==> src/rtl/serpent_round_ctrl.sv <==
// -----------------------------------------------------------------------------
// serpent_round_ctrl
//
// Iterative Serpent encryption sequencer. Runs the bitslice datapath through
// all 32 rounds, one round per cycle. Each round mixes in subkey K_r, applies
// S-box (r mod 8) and then the linear transform. Round 31 skips the linear
// transform, and the extra step r=32 only mixes in K32. Subkeys are fetched by
// index from an external key store, and the data must arrive in the same
// cycle as the request.
//
// Word order for all 128-bit buses: x0=[31:0], x1=[63:32], x2=[95:64],
// x3=[127:96] (bitslice order, no IP/FP).
//
// Configuration macro: SERPENT_KEY_STALL_EN
//   defined   : a round advances only in a cycle where i_rk_valid=1. The index
//               and the state register hold while waiting.
//   undefined : i_rk_valid is ignored, and every RUN cycle advances. Accept to
//               output valid then takes a fixed 34 cycles.
//
// Ports
//   i_clk        clock, rising edge
//   i_rst        synchronous active-high reset
//   i_in_valid   plaintext valid
//   o_in_ready   plaintext ready (IDLE only)
//   i_in_data    plaintext block
//   o_rk_req     subkey request (RUN)
//   o_rk_idx     subkey index 0..32
//   i_rk_valid   subkey valid (used only with SERPENT_KEY_STALL_EN)
//   i_rk_data    subkey data
//   o_out_valid  ciphertext valid (DONE)
//   i_out_ready  consumer ready
//   o_out_data   ciphertext, held stable until the handshake completes
//   o_busy       high in any state other than IDLE
// -----------------------------------------------------------------------------
module serpent_round_ctrl #(
   // Fixed at 32; other values are unsupported.
   parameter int unsigned ROUNDS = 32
) (
   input  logic         i_clk,
   input  logic         i_rst,
   input  logic         i_in_valid,
   output logic         o_in_ready,
   input  logic [127:0] i_in_data,
   output logic         o_rk_req,
   output logic [5:0]   o_rk_idx,
   input  logic         i_rk_valid,
   input  logic [127:0] i_rk_data,
   output logic         o_out_valid,
   input  logic         i_out_ready,
   output logic [127:0] o_out_data,
   output logic         o_busy
);

   typedef enum logic [1:0] {
      StIdle = 2'd0,
      StRun  = 2'd1,
      StDone = 2'd2
   } state_e;

   // Index of the final key-only step, and of the round that skips LT.
   localparam logic [5:0] LastIdx   = 6'(ROUNDS);
   localparam logic [5:0] NoLtRound = 6'(ROUNDS - 1);

   // Serpent S-boxes S0..S7, addressed as {box, nibble}.
   localparam logic [3:0] SBOX [128] = '{
      4'd3,  4'd8,  4'd15, 4'd1,  4'd10, 4'd6,  4'd5,  4'd11,
      4'd14, 4'd13, 4'd4,  4'd2,  4'd7,  4'd0,  4'd9,  4'd12,
      4'd15, 4'd12, 4'd2,  4'd7,  4'd9,  4'd0,  4'd5,  4'd10,
      4'd1,  4'd11, 4'd14, 4'd8,  4'd6,  4'd13, 4'd3,  4'd4,
      4'd8,  4'd6,  4'd7,  4'd9,  4'd3,  4'd12, 4'd10, 4'd15,
      4'd13, 4'd1,  4'd14, 4'd4,  4'd0,  4'd11, 4'd5,  4'd2,
      4'd0,  4'd15, 4'd11, 4'd8,  4'd12, 4'd9,  4'd6,  4'd3,
      4'd13, 4'd1,  4'd2,  4'd4,  4'd10, 4'd7,  4'd5,  4'd14,
      4'd1,  4'd15, 4'd8,  4'd3,  4'd12, 4'd0,  4'd11, 4'd6,
      4'd2,  4'd5,  4'd4,  4'd10, 4'd9,  4'd14, 4'd7,  4'd13,
      4'd15, 4'd5,  4'd2,  4'd11, 4'd4,  4'd10, 4'd9,  4'd12,
      4'd0,  4'd3,  4'd14, 4'd8,  4'd13, 4'd6,  4'd7,  4'd1,
      4'd7,  4'd2,  4'd12, 4'd5,  4'd8,  4'd4,  4'd6,  4'd11,
      4'd14, 4'd9,  4'd1,  4'd15, 4'd13, 4'd3,  4'd10, 4'd0,
      4'd1,  4'd13, 4'd15, 4'd0,  4'd14, 4'd8,  4'd2,  4'd11,
      4'd7,  4'd4,  4'd12, 4'd10, 4'd9,  4'd3,  4'd5,  4'd6
   };

   // One bitslice S-box layer. Bit j of each word forms one nibble: x0 is the
   // LSB and x3 is the MSB.
   function automatic logic [127:0] sbox_layer(input logic [2:0] box, input logic [127:0] x);
      logic [3:0]   nib;
      logic [3:0]   y;
      logic [127:0] res;
      res = '0;
      for (int j = 0; j < 32; j++) begin
         nib         = {x[96+j], x[64+j], x[32+j], x[j]};
         y           = SBOX[{box, nib}];
         res[j]      = y[0];
         res[32+j]   = y[1];
         res[64+j]   = y[2];
         res[96+j]   = y[3];
      end
      return res;
   endfunction

   function automatic logic [31:0] rotl(input logic [31:0] a, input int unsigned k);
      return (a << k) | (a >> (32 - k));
   endfunction

   function automatic logic [127:0] lin_trans(input logic [127:0] x);
      logic [31:0] x0, x1, x2, x3;
      x0 = x[31:0];
      x1 = x[63:32];
      x2 = x[95:64];
      x3 = x[127:96];
      x0 = rotl(x0, 13);
      x2 = rotl(x2, 3);
      x1 = x1 ^ x0 ^ x2;
      x3 = x3 ^ x2 ^ (x0 << 3);
      x1 = rotl(x1, 1);
      x3 = rotl(x3, 7);
      x0 = x0 ^ x1 ^ x3;
      x2 = x2 ^ x3 ^ (x1 << 7);
      x0 = rotl(x0, 5);
      x2 = rotl(x2, 22);
      return {x3, x2, x1, x0};
   endfunction

   state_e       r_state, w_state_next;
   logic [5:0]   r_round, w_round_next;
   logic [127:0] r_x, w_x_next;
   logic [127:0] r_out, w_out_next;

   logic         w_advance;
   logic [127:0] w_mixed;
   logic [127:0] w_sbox [8];
   logic [127:0] w_sbox_sel;
   logic [127:0] w_lt;

`ifdef SERPENT_KEY_STALL_EN
   assign w_advance = i_rk_valid;
`else
   // Subkey data is valid every RUN cycle, so the valid strobe plays no part.
   logic w_unused_rk_valid;
   assign w_unused_rk_valid = i_rk_valid;
   assign w_advance         = 1'b1;
`endif

   assign w_mixed = r_x ^ i_rk_data;

   // All eight slices are built. Only the one selected by r mod 8 reaches the
   // state register.
   for (genvar b = 0; b < 8; b++) begin : g_sbox
      assign w_sbox[b] = sbox_layer(3'(b), w_mixed);
   end

   assign w_sbox_sel = w_sbox[r_round[2:0]];
   assign w_lt       = lin_trans(w_sbox_sel);

   always_comb begin
      w_state_next = r_state;
      w_round_next = r_round;
      w_x_next     = r_x;
      w_out_next   = r_out;
      o_in_ready   = 1'b0;
      o_busy       = 1'b1;
      o_rk_req     = 1'b0;
      o_out_valid  = 1'b0;

      unique case (r_state)
         StIdle: begin
            o_in_ready = 1'b1;
            o_busy     = 1'b0;
            if (i_in_valid) begin
               w_state_next = StRun;
               w_round_next = '0;
               w_x_next     = i_in_data;
            end
         end
         StRun: begin
            o_rk_req = 1'b1;
            if (w_advance) begin
               if (r_round == LastIdx) begin
                  // Final whitening with K32. The ciphertext is captured here
                  // and stays frozen through DONE.
                  w_state_next = StDone;
                  w_round_next = '0;
                  w_x_next     = w_mixed;
                  w_out_next   = w_mixed;
               end else begin
                  w_round_next = r_round + 6'd1;
                  w_x_next     = (r_round == NoLtRound) ? w_sbox_sel : w_lt;
               end
            end
         end
         StDone: begin
            o_out_valid = 1'b1;
            if (i_out_ready) begin
               w_state_next = StIdle;
            end
         end
         default: begin
            w_state_next = StIdle;
         end
      endcase
   end

   assign o_rk_idx   = r_round;
   assign o_out_data = r_out;

   always_ff @(posedge i_clk) begin
      if (i_rst) begin
         r_state <= StIdle;
         r_round <= '0;
         r_x     <= '0;
         r_out   <= '0;
      end else begin
         r_state <= w_state_next;
         r_round <= w_round_next;
         r_x     <= w_x_next;
         r_out   <= w_out_next;
      end
   end

endmodule

==> config.mk <==
export PLATFORM = sky130hd
export DESIGN_NAME = serpent_round_ctrl
export DESIGN_NICKNAME = d
export VERILOG_FILES = /design/src/rtl/serpent_round_ctrl.sv
export SDC_FILE = /design/constraint.sdc
export NUM_CORES = 2
export LEC_CHECK = 0
export BUFFER_PORTS_ARGS = -buffer_cell sky130_fd_sc_hd__clkbuf_2
export CAP_MARGIN = 20
export CORE_ASPECT_RATIO = 1.2
export CORE_MARGIN = 2
export CORE_UTILIZATION = 45
export DETAILED_ROUTE_END_ITERATION = 16
export PLACE_DENSITY_LB_ADDON = 0.12
export SYNTH_ARGS = -nofsm -noshare
export SYNTH_HDL_FRONTEND = slang
export SYNTH_SLANG_ARGS = --single-unit
==> constraint.sdc <==
create_clock -name i_clk -period 4.2 [get_ports i_clk]
set_clock_uncertainty 0.15 [all_clocks]
set_input_delay 0.42 -clock i_clk [delete_from_list [all_inputs] [get_ports i_clk]]
set_output_delay 0.42 -clock i_clk [all_outputs]
set_load 0.02 [all_outputs]
==> impl_results.html <==
<table>
<tr><th>Metric</th><th>Value</th></tr>
<tr><th colspan="2">Run status</th></tr>
<tr><td>Status</td><td>complete, no violations</td></tr>
<tr><th colspan="2">Placed design</th></tr>
<tr><td>HPWL reported at the end of detailed placement</td><td>194,000 um</td></tr>
<tr><td>Post-Place Worst Slack</td><td>-248 ps</td></tr>
<tr><td>Placer's final routability congestion estimate</td><td>1.09</td></tr>
<tr><td>Port Buf Inserts</td><td>397</td></tr>
<tr><td>Number of placed instances, taps included</td><td>8,839</td></tr>
<tr><th colspan="2">Worst setup path</th></tr>
<tr><td>Worst R2R Path Depth</td><td>16</td></tr>
<tr><td>Capture point of the worst path</td><td>r_x[29]</td></tr>
<tr><td>Required time of the worst setup path</td><td>4580 ps</td></tr>
<tr><td>Crit Reg-Reg Startpoint</td><td>r_x[23]</td></tr>
<tr><td>Cell repeated most along the worst path</td><td>sky130_fd_sc_hd__buf_4</td></tr>
<tr><td>Worst path slowest cell</td><td>sky130_fd_sc_hd__nor2_1</td></tr>
<tr><td>Critical path cell sequence</td><td>xnor2_1, buf_4, inv_1, ha_1, nor2_1, nor3b_1, o31ai_1, a311oi_1, nand2b_1, a221o_1, xnor2_1, buf_4, nor2b_1, mux2i_1, buf_4, nand2_1</td></tr>
<tr><td>Reg2Reg Capture Point</td><td>r_x[29]</td></tr>
<tr><td>Worst Path Class, Setup</td><td>register to register</td></tr>
<tr><td>Largest stage delay, worst path</td><td>530 ps</td></tr>
<tr><td>Startpoint class of the critical path</td><td>register</td></tr>
<tr><td>Critical Path AT</td><td>between 4000 and 5000 ps</td></tr>
<tr><td>Crit path max fanout</td><td>9</td></tr>
<tr><td>Nature of the critical path endpoint</td><td>register</td></tr>
<tr><td>Reg-to-reg slack, setup</td><td>70 ps</td></tr>
<tr><td>Start point of the critical path</td><td>r_x[23]</td></tr>
<tr><th colspan="2">Clocking</th></tr>
<tr><td>Clock root cell</td><td>sky130_fd_sc_hd__clkbuf_16</td></tr>
<tr><td>Clock latency at the later pin of the worst-skew pair</td><td>650 ps</td></tr>
<tr><td>TritonCTS buffer count</td><td>40</td></tr>
<tr><td>Total number of H-tree levels</td><td>2</td></tr>
<tr><td>TritonCTS clock tree</td><td>done</td></tr>
<tr><td>CTS clk-pin slew, worst paths</td><td>60 ps</td></tr>
<tr><td>Total clock sinks</td><td>264</td></tr>
<tr><td>Maximum count of clock buffers along a single path</td><td>3</td></tr>
<tr><th colspan="2">Finish</th></tr>
<tr><td>Core utilization of the finished layout</td><td>56.1%</td></tr>
<tr><td>Final layout net count</td><td>around 8,000</td></tr>
<tr><td>Count of non-filler cells in the finished layout</td><td>8,928</td></tr>
<tr><td>Layout overhead on the synthesized area</td><td>23.6%</td></tr>
<tr><td>Share of layout cells above drive strength 1</td><td>around 23%</td></tr>
<tr><th colspan="2">Timing</th></tr>
<tr><td>Final number of setup-violating endpoints</td><td>0</td></tr>
<tr><td>Worst-case headroom to the max-slew limit</td><td>27.3%</td></tr>
<tr><td>Max-slew violations</td><td>0</td></tr>
<tr><td>Time the final worst path needs with I/O delays and setup</td><td>4130 ps</td></tr>
<tr><td>Final Hold Fails</td><td>0</td></tr>
<tr><td>Setup repair after global routing missed its margin</td><td>false</td></tr>
<tr><td>Minimum setup slack in the final design</td><td>74.2 ps</td></tr>
<tr><td>Part of the cycle the worst path needs</td><td>98.2%</td></tr>
<tr><td>Achievable clock frequency</td><td>0.242 GHz</td></tr>
<tr><td>Sum of negative setup slack</td><td>0 ps</td></tr>
<tr><td>Tightest Pin Transition</td><td>1090 ps</td></tr>
<tr><th colspan="2">Yosys</th></tr>
<tr><td>Flip-flop and latch count after synthesis</td><td>around 260</td></tr>
<tr><td>Gate count of the mapped netlist</td><td>6,789</td></tr>
<tr><td>Area share of the leading cell type in the synthesized netlist</td><td>11.3%</td></tr>
<tr><td>Ranking of synthesized cells by area</td><td>sky130_fd_sc_hd__dfxtp_1 (11%), sky130_fd_sc_hd__ha_1 (6.9%), sky130_fd_sc_hd__a21oi_1 (6.2%)</td></tr>
<tr><td>Yosys warnings</td><td>0</td></tr>
<tr><td>Most area-hungry cell type in the Yosys netlist</td><td>sky130_fd_sc_hd__dfxtp_1</td></tr>
<tr><td>Net count of the mapped netlist</td><td>7,308</td></tr>
<tr><td>Proportion of synthesized chip area in sequential cells</td><td>between 10% and 20%</td></tr>
<tr><td>Netlist area before placement</td><td>46,800 um^2</td></tr>
<tr><td>Primary flip-flop cell chosen by synthesis mapping</td><td>sky130_fd_sc_hd__dfxtp_1</td></tr>
<tr><td>Proportion of synthesized flip-flops having asynchronous set or reset</td><td>0%</td></tr>
<tr><td>Count of cell types in the netlist</td><td>109</td></tr>
<tr><td>Syn avg cell area</td><td>6.90 um^2</td></tr>
<tr><td>Number of enable flip-flop cells after synthesis</td><td>0</td></tr>
<tr><th colspan="2">Global routing</th></tr>
<tr><td>Overall Global Routing Usage</td><td>a little under half</td></tr>
<tr><td>Maximum number of pins on one net before global-route repair</td><td>90</td></tr>
<tr><td>Via count of the first global-routing pass</td><td>56,100</td></tr>
<tr><td>Congestion Overflow GR</td><td>0</td></tr>
<tr><td>Antenna violations before repair</td><td>10</td></tr>
<tr><td>First-pass GRT wire length</td><td>about 380,000 um</td></tr>
<tr><th colspan="2">Route</th></tr>
<tr><td>TritonRoute pass-1 iters</td><td>7</td></tr>
<tr><td>Average vias per placed instance</td><td>6.87</td></tr>
<tr><td>Initial DRC Count</td><td>9,112</td></tr>
<tr><td>Antenna-violating nets left</td><td>0</td></tr>
<tr><td>Via count</td><td>61,300</td></tr>
<tr><td>Detailed Route WL</td><td>between 200,000 and 300,000 um</td></tr>
<tr><td>Per-cell routed wire length</td><td>29.3 um</td></tr>
<tr><td>Residual DRC count</td><td>0</td></tr>
<tr><th colspan="2">Floorplanning</th></tr>
<tr><td>Die Wd</td><td>299 um</td></tr>
<tr><td>Starting Density</td><td>45.4%</td></tr>
<tr><td>Die H</td><td>357 um</td></tr>
<tr><td>Total core area</td><td>103,000 um^2</td></tr>
<tr><td>IO Pins</td><td>399</td></tr>
<tr><td>FP Rows</td><td>129</td></tr>
<tr><td>Die Footprint</td><td>~110,000 um^2</td></tr>
<tr><th colspan="2">Pwr</th></tr>
<tr><td>Worst vdd rail ir drop</td><td>584 uV</td></tr>
<tr><td>Power density over the cells</td><td>approximately 960 nW/um^2</td></tr>
<tr><td>Leakage power</td><td>0.0232 uW</td></tr>
<tr><td>Overall power</td><td>55,300 uW</td></tr>
<tr><th colspan="2">Worst hold path</th></tr>
<tr><td>Min-Delay Path Depth</td><td>3</td></tr>
<tr><td>Worst min path class</td><td>primary input to register</td></tr>
<tr><th colspan="2">Run</th></tr>
<tr><td>Max_cap viols</td><td>0</td></tr>
</table>
metal layers:
metal	global-route usage [%]	vias up	wire, um
met4	30.6	10	21200
met2	70.8	4516	110000
met1	58.0	28800	96600
li1	-	26900	-
met3	12.7	1041	33500
met5	0	-	67
synthesized netlist by cell type, types with 75 or more instances:
master,n
sky130_fd_sc_hd__mux4_2,75
sky130_fd_sc_hd__a311oi_1,87
sky130_fd_sc_hd__nand3_1,175
sky130_fd_sc_hd__mux2i_1,97
sky130_fd_sc_hd__o211ai_1,250
sky130_fd_sc_hd__xnor2_1,294
sky130_fd_sc_hd__ha_1,258
sky130_fd_sc_hd__a31oi_1,126
sky130_fd_sc_hd__nor2_1,747
sky130_fd_sc_hd__a21oi_1,582
sky130_fd_sc_hd__a221oi_1,78
sky130_fd_sc_hd__a211oi_1,293
sky130_fd_sc_hd__clkbuf_1,375
sky130_fd_sc_hd__buf_2,202
sky130_fd_sc_hd__nor3_1,239
sky130_fd_sc_hd__nand2_1,696
sky130_fd_sc_hd__o21ai_0,521
sky130_fd_sc_hd__inv_1,139
sky130_fd_sc_hd__xor2_1,129
sky130_fd_sc_hd__dfxtp_1,264
cells in the final DEF, fill, tap and decap left out, types with 28 or more instances in the layout:
master,Yosys,layout
sky130_fd_sc_hd__mux2i_1,97,97
sky130_fd_sc_hd__buf_4,7,866
sky130_fd_sc_hd__inv_1,139,138
sky130_fd_sc_hd__mux4_2,75,75
sky130_fd_sc_hd__nand2_1,696,692
sky130_fd_sc_hd__o31ai_1,45,44
sky130_fd_sc_hd__a211oi_1,293,293
sky130_fd_sc_hd__clkbuf_2,0,396
sky130_fd_sc_hd__nand2b_1,45,43
sky130_fd_sc_hd__dfxtp_1,264,258
sky130_fd_sc_hd__clkbuf_16,0,41
sky130_fd_sc_hd__nor2_1,747,739
sky130_fd_sc_hd__o211a_1,28,28
sky130_fd_sc_hd__a22oi_1,36,36
sky130_fd_sc_hd__o22ai_1,71,71
sky130_fd_sc_hd__a2111oi_0,46,45
sky130_fd_sc_hd__a31oi_1,126,125
sky130_fd_sc_hd__o21ai_0,521,519
sky130_fd_sc_hd__a32oi_1,31,31
sky130_fd_sc_hd__o221ai_1,29,29
sky130_fd_sc_hd__xnor2_1,294,251
sky130_fd_sc_hd__a21oi_1,582,580
sky130_fd_sc_hd__nand3_1,175,175
sky130_fd_sc_hd__buf_12,0,69
sky130_fd_sc_hd__o21ai_1,27,29
sky130_fd_sc_hd__xor2_2,25,48
sky130_fd_sc_hd__o311ai_0,55,55
sky130_fd_sc_hd__or3_1,36,36
sky130_fd_sc_hd__a311oi_1,87,87
sky130_fd_sc_hd__and2_1,34,33
sky130_fd_sc_hd__a211o_1,44,44
sky130_fd_sc_hd__nor3_1,239,239
sky130_fd_sc_hd__o211ai_1,250,250
sky130_fd_sc_hd__xor2_1,129,105
sky130_fd_sc_hd__o2111ai_1,34,34
sky130_fd_sc_hd__xnor2_2,41,82
sky130_fd_sc_hd__nand4_1,28,28
sky130_fd_sc_hd__ha_1,258,254
sky130_fd_sc_hd__a221oi_1,78,77
area by class of cell:
class	count	area (um^2)
fill	10100	45200
clock buffer	49	1100
sequential	264	5300
clock inverter	22	270
tap	1375	1720
antenna	5	12.5
timing repair buffer	1344	10000
multi-input combinational	5692	38800
inverter	177	669
critical path: cells and delay by family (launching register included):
family / cells / cell delay [ps]
xor+xnor: 2 / 370
fa+ha+maj: 1 / 310
compound gates: 3 / 860
flops: 1 / 440
buf+inv: 4 / 660
simple gates: 5 / 1030
mux: 1 / 200
where the power goes:
part | internal, uW | leakage, uW | switching, uW
Combinational | 19700 | 0.0204 | 28200
Sequential | 2890 | 0.00216 | 684
Clock | 2170 | 0.000647 | 1640
stage by stage:
step	area (um^2)	hold slack, ps
finish	57900	25.7
global route	57900	33.4
CTS	57700	8.52
detailed placement	56200	296
global placement	56200	293
floorplan	46800	330
cell families (layout without fill, tap and decap cells):
group | after synthesis | count (layout) | synth area share, %
adder cells (fa/ha/maj) | 258 | 258 | 6.89
multiplexers | 180 | 180 | 5.87
AND/OR/NAND/NOR | 2131 | 2131 | 19.9
XOR/XNOR | 501 | 501 | 10.8
other | 0 | 5 | 0
buffers and inverters | 833 | 1592 | 7.30
flip-flops | 264 | 264 | 11.3
AO/OA/AOI/OAI | 2622 | 2622 | 37.9
worst min path at each step:
stage                    start  slack [ps]              end
2_1_floorplan          r_x[39]         330          r_x[39]
3_3_place_gp   o_out_data[123]         290  o_out_data[123]
3_5_place_dp   o_out_data[123]         300  o_out_data[123]
4_1_cts          i_rk_data[22]           9   o_out_data[22]
5_1_grt         i_rk_data[109]          30  o_out_data[109]
6_report         i_rk_data[22]          30   o_out_data[22]
state kept, by name (all words and copies together), names as in the netlist:
| register | flops |
|---|---|
| r_x | 128 |
| r_state | 2 |
| o_out_data | 128 |
| o_rk_idx | 6 |
timing repair:
action                                 in CTS  in global routing
endpoints found under the hold margin      12                  0
gates resized for setup                     2                 31
gates cloned                                0                  0
hold buffers                               12                  0
setup endpoints to repair                   2                 29
pin swaps                                   0                  3
setup buffers                               0                  1
Power figures use the tool's default switching activity.
